<file path="config.mk">
export PLATFORM = sky130hd
export DESIGN_NAME = apb_mac_design
export DESIGN_NICKNAME = d
export VERILOG_FILES = /design/src/rtl/apb_mac_design.sv
export SDC_FILE = /design/constraint.sdc
export NUM_CORES = 1
export LEC_CHECK = 0
export CAP_MARGIN = 40
export CORE_MARGIN = 2
export CORE_UTILIZATION = 45
export DETAILED_ROUTE_END_ITERATION = 7
export PLACE_DENSITY = 0.76
export SLEW_MARGIN = 20
export SYNTH_ARGS = -nofsm -noshare
export SYNTH_HDL_FRONTEND = slang
export SYNTH_SLANG_ARGS = --single-unit
</file>
<file path="constraint.sdc">
create_clock -name PCLK -period 6.5 [get_ports PCLK]
set_input_delay 1.3 -clock PCLK [delete_from_list [all_inputs] [get_ports PCLK]]
set_output_delay 1.3 -clock PCLK [all_outputs]
set_load 0.005 [all_outputs]
</file>
<file path="src/rtl/apb_mac_design.sv">
// apb_mac_design: APB register block around a radix-2 Booth multiplier
// with a 32-bit signed accumulator.
// Optional build macro ACC_SATURATE_EN: when defined the accumulator clamps
// at 32'h7FFF_FFFF / 32'h8000_0000 on signed overflow; otherwise it wraps.
module apb_mac_design #(
  parameter int          OPERAND_WIDTH = 8,
  parameter logic [31:0] SLAVE_BASE    = 32'h0000_0000
) (
  input  logic                         PCLK,
  input  logic                         PRESETn,
  input  logic                         PSELx,
  input  logic                         PENABLE,
  input  logic                         PWRITE,
  input  logic [31:0]                  PADDR,
  input  logic [31:0]                  PWDATA,
  output logic [31:0]                  PRDATA,
  output logic                         PREADY,
  output logic                         PSLVERR,
  output logic [2*OPERAND_WIDTH-1:0]   BOOTH_OUTPUT,
  output logic                         BOOTH_READY
);

  localparam int W     = OPERAND_WIDTH;
  localparam int CNT_W = $clog2(W) + 1;
  localparam logic [CNT_W-1:0] LAST_CNT = CNT_W'(W - 1);

  localparam logic [2:0] IDX_OPA    = 3'd0;
  localparam logic [2:0] IDX_OPB    = 3'd1;
  localparam logic [2:0] IDX_CTRL   = 3'd2;
  localparam logic [2:0] IDX_STATUS = 3'd3;
  localparam logic [2:0] IDX_PROD   = 3'd4;
  localparam logic [2:0] IDX_ACC    = 3'd5;

  typedef enum logic {
    ST_IDLE = 1'b0,
    ST_CALC = 1'b1
  } state_t;

  state_t r_state;
  state_t w_state_next;

  // Programmer-visible registers
  logic [W-1:0]     r_opa;
  logic [W-1:0]     r_opb;
  logic             r_acc_en;
  logic             r_done;
  logic [2*W-1:0]   r_product;
  logic [31:0]      r_acc;

  // Booth working registers: A and M carry one extra bit so that the most
  // negative multiplicand can be negated without overflow.
  logic [W:0]       r_a;
  logic [W-1:0]     r_q;
  logic             r_qm1;
  logic [W:0]       r_m;
  logic [CNT_W-1:0] r_count;

  // Address decode and transfer qualification
  logic        w_access;
  logic [31:0] w_offset;
  logic        w_mapped;
  logic [2:0]  w_idx;
  logic        w_is_opa;
  logic        w_is_opb;
  logic        w_is_ctrl;
  logic        w_is_ro;
  logic        w_busy;
  logic        w_busy_block;
  logic        w_err;
  logic        w_wr_ok;
  logic        w_wr_opa;
  logic        w_wr_opb;
  logic        w_wr_ctrl;
  logic        w_start;
  logic        w_acc_clr;
  logic        w_finish;

  // Booth step and accumulation datapath
  logic [W:0]       w_sum;
  logic [W:0]       w_a_next;
  logic [W-1:0]     w_q_next;
  logic [2*W-1:0]   w_prod_next;
  logic [31:0]      w_prod_next_32;
  logic [31:0]      w_prod_32;
  logic [32:0]      w_acc_wide;
  logic             w_acc_ovf;
  logic [31:0]      w_acc_new;
  logic [31:0]      w_opa_32;
  logic [31:0]      w_opb_32;
  logic             w_unused_pwdata;

  assign w_access  = PSELx & PENABLE;
  assign w_offset  = PADDR - SLAVE_BASE;
  assign w_mapped  = (w_offset[1:0] == 2'b00) && (w_offset < 32'h18);
  assign w_idx     = w_offset[4:2];
  assign w_is_opa  = w_mapped && (w_idx == IDX_OPA);
  assign w_is_opb  = w_mapped && (w_idx == IDX_OPB);
  assign w_is_ctrl = w_mapped && (w_idx == IDX_CTRL);
  assign w_is_ro   = w_mapped && ((w_idx == IDX_STATUS) || (w_idx == IDX_PROD) ||
                                  (w_idx == IDX_ACC));
  assign w_busy    = (r_state == ST_CALC);

  // Operands and a restart must not change under a running multiply.
  assign w_busy_block = w_busy && (w_is_opa || w_is_opb || (w_is_ctrl && PWDATA[0]));
  assign w_err        = w_access && (!w_mapped || (PWRITE && (w_is_ro || w_busy_block)));
  assign w_wr_ok      = w_access && PWRITE && !w_err;
  assign w_wr_opa     = w_wr_ok && w_is_opa;
  assign w_wr_opb     = w_wr_ok && w_is_opb;
  assign w_wr_ctrl    = w_wr_ok && w_is_ctrl;
  assign w_start      = w_wr_ctrl && PWDATA[0];
  assign w_acc_clr    = w_wr_ctrl && PWDATA[1];
  assign w_finish     = w_busy && (r_count == LAST_CNT);

  assign w_unused_pwdata = ^PWDATA[31:W];

  // Next-state logic: one START launches exactly W CALC cycles
  always_comb begin
    w_state_next = r_state;
    case (r_state)
      ST_IDLE: if (w_start)  w_state_next = ST_CALC;
      ST_CALC: if (w_finish) w_state_next = ST_IDLE;
      default: w_state_next = ST_IDLE;
    endcase
  end

  // FSM state register
  always_ff @(posedge PCLK) begin
    if (!PRESETn) r_state <= ST_IDLE;
    else          r_state <= w_state_next;
  end

  // One Booth step: add/subtract/none chosen by (Q0, Q-1)
  always_comb begin
    w_sum = r_a;
    case ({r_q[0], r_qm1})
      2'b10:   w_sum = r_a - r_m;
      2'b01:   w_sum = r_a + r_m;
      default: w_sum = r_a;
    endcase
  end

  // Arithmetic shift right of {A, Q}; the low 2W bits form the product
  assign w_a_next    = {w_sum[W], w_sum[W:1]};
  assign w_q_next    = {w_sum[0], r_q[W-1:1]};
  assign w_prod_next = {w_a_next[W-1:0], w_q_next};

  assign w_prod_next_32 = 32'($signed(w_prod_next));
  assign w_prod_32      = 32'($signed(r_product));
  assign w_opa_32       = 32'($signed(r_opa));
  assign w_opb_32       = 32'($signed(r_opb));

  // 33-bit sum exposes signed overflow as a disagreement of the top two bits
  assign w_acc_wide = {r_acc[31], r_acc} + {w_prod_next_32[31], w_prod_next_32};
  assign w_acc_ovf  = w_acc_wide[32] ^ w_acc_wide[31];
`ifdef ACC_SATURATE_EN
  assign w_acc_new  = w_acc_ovf ? (w_acc_wide[32] ? 32'h8000_0000 : 32'h7FFF_FFFF)
                                : w_acc_wide[31:0];
`else
  assign w_acc_new  = w_acc_wide[31:0];
`endif

  // Booth working registers: load on START, step once per CALC cycle
  always_ff @(posedge PCLK) begin
    if (!PRESETn) begin
      r_a     <= '0;
      r_q     <= '0;
      r_qm1   <= 1'b0;
      r_m     <= '0;
      r_count <= '0;
    end else if (w_start) begin
      r_a     <= '0;
      r_q     <= r_opb;
      r_qm1   <= 1'b0;
      r_m     <= {r_opa[W-1], r_opa};
      r_count <= '0;
    end else if (w_busy) begin
      r_a     <= w_a_next;
      r_q     <= w_q_next;
      r_qm1   <= r_q[0];
      r_count <= r_count + CNT_W'(1);
    end
  end

  // Product and DONE: cleared by START, captured on the last CALC edge
  always_ff @(posedge PCLK) begin
    if (!PRESETn) begin
      r_product <= '0;
      r_done    <= 1'b0;
    end else if (w_start) begin
      r_product <= '0;
      r_done    <= 1'b0;
    end else if (w_finish) begin
      r_product <= w_prod_next;
      r_done    <= 1'b1;
    end
  end

  // Operand and ACC_EN registers written over APB
  always_ff @(posedge PCLK) begin
    if (!PRESETn) begin
      r_opa    <= '0;
      r_opb    <= '0;
      r_acc_en <= 1'b0;
    end else begin
      if (w_wr_opa)  r_opa    <= PWDATA[W-1:0];
      if (w_wr_opb)  r_opb    <= PWDATA[W-1:0];
      if (w_wr_ctrl) r_acc_en <= PWDATA[2];
    end
  end

  // Accumulator: a clear takes priority over a coincident completion
  always_ff @(posedge PCLK) begin
    if (!PRESETn) begin
      r_acc <= '0;
    end else if (w_acc_clr) begin
      r_acc <= '0;
    end else if (w_finish && r_acc_en) begin
      r_acc <= w_acc_new;
    end
  end

  // Read mux: only drives data during a read access phase
  always_comb begin
    PRDATA = 32'h0;
    if (w_access && !PWRITE && w_mapped) begin
      case (w_idx)
        IDX_OPA:    PRDATA = w_opa_32;
        IDX_OPB:    PRDATA = w_opb_32;
        IDX_CTRL:   PRDATA = 32'h0;
        IDX_STATUS: PRDATA = {29'h0, r_acc_en, r_done, w_busy};
        IDX_PROD:   PRDATA = w_prod_32;
        IDX_ACC:    PRDATA = r_acc;
        default:    PRDATA = 32'h0;
      endcase
    end
  end

  assign PREADY       = w_access;
  assign PSLVERR      = w_err;
  assign BOOTH_OUTPUT = r_product;
  assign BOOTH_READY  = ~w_busy;

endmodule

</file>
; ---- Yosys cells after proc, flatten, opt, wreduce, memory -nomap -nowiden
; Index checks and enable logic that the tools add are counted.
[totals]
ff_bits = 96
out_inout_bits = 51
word_cells = 70
[op_classes]
add_sub_neg = 4
order_cmp = 1
eq_ne = 8
mux = 8
n_bitwise = 3
n_reduce_logical = 34
[ops]
columns = cell, count
row1 = one-hot mux 32 bit (5 select lines), 1
row2 = adder 32 x 16 -> 32 bit, 1
row3 = less-than comparator 32 x 5 -> 1 bit (second input constant), 1
row4 = 2-to-1 mux 32 bit, 1
row5 = logical AND 1 bit, 20
row6 = one-hot mux 9 bit (2 select lines), 1
row7 = 2-to-1 mux 8 bit, 2
row8 = adder 8 x 8 -> 9 bit, 1
row9 = subtractor 8 x 8 -> 9 bit, 1
row10 = equality test 3 x 2 -> 1 bit (second input constant), 2
row11 = equality test 3 bit (second input constant), 2
row12 = logical OR 1 bit, 6
row13 = adder 4 x 1 -> 4 bit (second input constant), 1
row14 = equality test 4 x 3 -> 1 bit (second input constant), 1
row15 = OR reduction 2 bit, 2
row16 = equality test 3 x 1 -> 1 bit (second input constant), 1
row17 = zero test 1 bit, 3
row18 = zero test 3 bit, 1
row19 = equality test 2 x 1 -> 1 bit (second input constant), 1
row20 = equality test 2 bit (second input constant), 1
row21 = zero test 2 bit, 1
row22 = 2-to-1 mux 1 bit, 2
row23 = NOT 1 bit, 2
row24 = one-hot mux 1 bit (2 select lines), 1
row25 = other kinds (2), 2

; ---- Logic depth before layout (Yosys ltp)
[depth]
ltp_word = 16
depth_mapped = 24
depth_no_buf = 23

; ---- Worst setup path before layout
; No wires, ideal clock.
[synth_timing]
path_kind = reg-to-reg
from = reg r_q[0]
to = reg r_acc[31]
setup_ps = 72
arrival_time_ps = 4866
required_ps = 6428
slack_ps = 1563
stages_incl_launch_ff = 23
path_buffers = 1
synth_period_minus_slack_ps = 4937
path_cell_list = dfxtp_1 -> inv_1 -> ha_1 -> clkbuf_1 -> mux2_2 -> fa_1 -> nand3_1 -> a21oi_1 -> o221ai_1 -> nand3_1 -> nor3b_1 -> xnor2_1 -> inv_1 -> ha_1 -> a21o_1 -> nand3_1 -> nand3_1 -> nor4b_4 -> o31ai_2 -> a21o_1 -> a211o_1 -> a41oi_2 -> mux2i_1
[synth_via]
elab_chain_len = 3
elab_cells_between_ends = 4
cone_classes = add/sub (1) / eq/ne (2) / mux (1)
[synth_lines]
columns = item, line_no
row1 = start: declaration, 53  ; logic [W-1:0] r_q;
row2 = start signal: assignment, 172  ; r_q <= r_opb;
row3 = start signal: assignment, 178  ; r_q <= w_q_next;
row4 = equality test 2 x 1 -> 1 bit or equality test 2 bit (tied branches), 135  ; case ({r_q[0], r_qm1})
row5 = one-hot mux 9 bit (2 select lines) (*), 135
row6 = net w_sum[8], 79  ; logic [W:0] w_sum;
row7 = adder 32 x 16 -> 32 bit (*), 153  ; assign w_acc_wide = {r_acc[31], r_acc} + {w_prod_next_32[31], w_prod_next_32};
row8 = end signal: assignment, 218  ; r_acc <= w_acc_new;
row9 = end: declaration, 48  ; logic [31:0] r_acc;
; The timed path passes the listed nets; every way through them passes the cells marked *.
; A chain may end at the register's enable or synchronous reset.

; ---- Worst setup path after layout
[layout_timing]
from = reg r_q[0]
to = reg r_acc[29]
; Same word-level chain as after synthesis.

==> results.md <==
* Most frequent cells in the layout: 111 x nand2_1, 96 x dfxtp_1, 95 x a21oi_1, 95 x clkdlybuf4s50_1, 80 x nor2_1
* Initial Util at 46.3%
* Pwr Density at 158 nW/µm²
* Synth area leader: dfxtp_1
* Final setup violation count at 0
* Vias in the first global route at 5591
* IO buf count at 95
* Worst Tran Pin Value at 0.777 ns
* CTS resizes at 0
* Remaining Overflow, GRT at 0
* Register clock-pin slew on the reported worst setup and hold paths at 0.07 ns
* CP max FO at 17
* Drt first pass iters at 5
* Top FF cell, synth: dfxtp_1
* Crit share post-route at 81.4%
* Worst setup EP type: flop
* Final WS setup at 1.21 ns
* Die height at 124 µm
* Crit. Startpoint: r_q[0]
* Avg WL per Cell at 15.7 µm
* Status: finished clean
* Crit-path slowest cell: o41ai_1
* Fin. Hold Viols at 0
* CTS tree: done
* Mapped Area at 6480 µm²
* Worst vdd rail ir drop at 122 µV
* Crit path DAT at 5.56 ns
* Syn Area/Cell at 7.92 µm²
* Crit path to: r_acc[29]
* CP required at 6.77 ns
* Maximum root-to-sink buffer count at 2
* Synthesized instance count at 818
* Post-route ant nets at 0
* Seq/Total Area, Yosys at 29.7%
* Library cells used by synthesis at 64
* Area fraction of the dominant cell type after synthesis at 29.7%
* Leak at 3.12 nW
* Dpl ws at 1.27 ns
* Worst Hold Class: flop to flop
* # clock sinks at 96
* Post-layout net count at 1010
* First-pass GRT wire length at 27800 µm
* Syn-to-layout area delta at 22.2%
* I/O pins at 120
* Most used cell, CP: a21oi_1
* N_diodes at 0
* Post-Route WL at 17000 µm
* Worst R2R End: r_acc[29]
* Share of layout cells above drive strength 1 at 5.78%
* Yosys warnings at 0
* #FFs+latches synth at 96
* Crit-path cells: inv_1 > ha_1 > mux2_2 > fa_1 > nand3_1 > a21oi_1 > o221ai_1 > a21oi_1 > nor3b_1 > xnor2_1 > buf_4 > inv_1 > buf_4 > ha_1 > nand2_1 > o21ai_0 > nor4b_4 > o41ai_1 > nand4_1 > a21oi_1 > xnor2_1 > a211oi_2
* Hold-fix buffer count after cts at 0
* Postcts setup bufs at 0
* Number of vias per cell at 5.64
* EDFF count, synth at 0
* Via count at 6087
* Period minus WS final at 5.29 ns
* Remaining DRCs at 0
* Clk root buf: clkbuf_16
* Gpl congestion at 0.835
* CP peak stage delay at 0.57 ns
* RSZ-0062 raised after global routing: no
* CP startpoint kind: flop
* Die footprint at 15400 µm²
* Initial antenna violation count at 0
* All-layer global routing usage at 22.9%
* R2R depth at 22
* Max Fclk at 0.189 GHz
* R2R Path Start: r_q[0]
* H-tree lvl count at 3
* FP Rows at 43
* Net Count, Synth at 934
* Clk Latency, worst-skew pair at 0.35 ns
* Setup CP Type: flop to flop
* Max-cap violation count at 0
* Slew margin rel. at 47.8%
* Core footprint at 14000 µm²
* TritonCTS buffer count at 9
* FILL cells at 1310
* Final Slew Violations at 0
* Largest net degree at the start of global routing at 40
* Ys async rst share at 0%
* Commonest non-fill, non-tap cell in the layout: nand2_1
* Setup TNS at 0 ns
* First DRT Iteration DRCs at 386
* Final HPWL DP at 12200 µm
* Die width at 124 µm
* Synth top area cells: dfxtp_1 30%, ha_1 8.7%, a21oi_1 7.3%
* Setup Skew at 0.00876 ns
* Reg2reg setup slack at 1.21 ns
[power breakdown]
part	internal, mW	leakage [nW]	switching, mW
sequential	0.588	0.773	0.00000000000355
combinational	0.0345	2.19	0.0291
clock	0.352	0.161	0.245
total	0.974	3.12	0.275
[worst min-delay path by stage]
stage               from        end  slack (ns)  depth (start not counted)
2_1_floorplan     r_done     r_done        0.44                          2
3_3_place_gp    r_acc[0]   r_acc[0]        0.46                          2
3_5_place_dp   r_acc[15]  r_acc[15]        0.47                          2
4_1_cts        r_acc[15]  r_acc[15]        0.48                          2
5_1_grt        r_acc[15]  r_acc[15]        0.49                          2
6_report       r_acc[24]  r_acc[24]        0.48                          2
[through the flow]
stage / utilization [%] / hold WS [ns] / cell area (µm²) / power, mW / std cells
floorplan: - / 0.441 / 6480 / 0.626 / 818
global placement: 54.0 / 0.462 / 7560 / 0.662 / 1061
detailed placement: 54.2 / 0.469 / 7590 / 0.665 / 1063
CTS: 56.6 / 0.479 / 7920 / 1.26 / 1079
global route: 56.6 / 0.494 / 7920 / 1.29 / 1079
finish: 56.6 / 0.478 / 7920 / 1.25 / 1079
[state kept, by name (all words and copies together) (netlist names)]
signal and flops:
r_a 8, r_acc 32, r_m 8, r_opa 8
r_done 1, r_opb 8, r_acc_en 1, r_q 8
r_count 4, r_qm1 1, BOOTH_OUTPUT 16, r_state 1
[metal layers]
metal	track usage, %	routed length (µm)
met5	0	0
met4	8.50	366
met3	3.02	794
met2	35.9	7560
met1	32.3	8250
[Yosys cell counts (all sizes together), types with 2 or more instances]
library cell    n
o21a            4
a21o           18
nor4            8
clkbuf         29
nor2           81
o21ai          27
nor3b           4
xnor2          24
or4             2
nand3b          2
o22a            3
dfxtp          96
mux4            2
nor4b           3
mux2i          28
nand2         111
a31oi           3
nand3          16
o31ai           4
nor2b          22
o211ai          5
nand2b          8
inv            24
a21boi         17
o21bai          3
nand4           9
nor3           10
and2            7
fa              2
a22oi          20
ha             45
or3             4
buf            16
a211oi         25
o211a           2
a21oi          95
xor2           18
mux2            4
o2111ai         2
a211o           3
[kinds of logic (layout without fill, tap and decap cells)]
| kind of cell | after synthesis | in the layout | synth area share (%) |
|---|---|---|---|
| muxes | 34 | 34 | 5.72 |
| xor gates and xnor gates | 42 | 42 | 5.68 |
| buffers and inverters | 69 | 150 | 4.52 |
| adders and majority gates | 47 | 47 | 9.31 |
| DFF | 96 | 96 | 29.7 |
| and+or+nand+nor | 292 | 292 | 21.2 |
| AOI/OAI and AO/OA | 238 | 238 | 23.9 |
[worst max-delay path, delay by kind of cell (launching register included)]
kind,cells,cell delay (ns)
buf+inv,4,0.54
xor+xnor,2,0.25
mux,1,0.42
compound gates,7,1.82
fa+ha+maj,3,1.19
simple gates,5,0.67
flops,1,0.32
[area by class of cell]
class,instances,area (µm²),share of cell area [%]
clock buffer,11,243,3.07
clock inverter,5,86.3,1.09
inverter,24,90.1,1.14
tap,180,225,2.84
multi-input combinational,653,4270,54.0
timing repair buffer,110,1080,13.6
sequential,96,1920,24.3
Note: power is estimated with default switching activity, not from simulation.
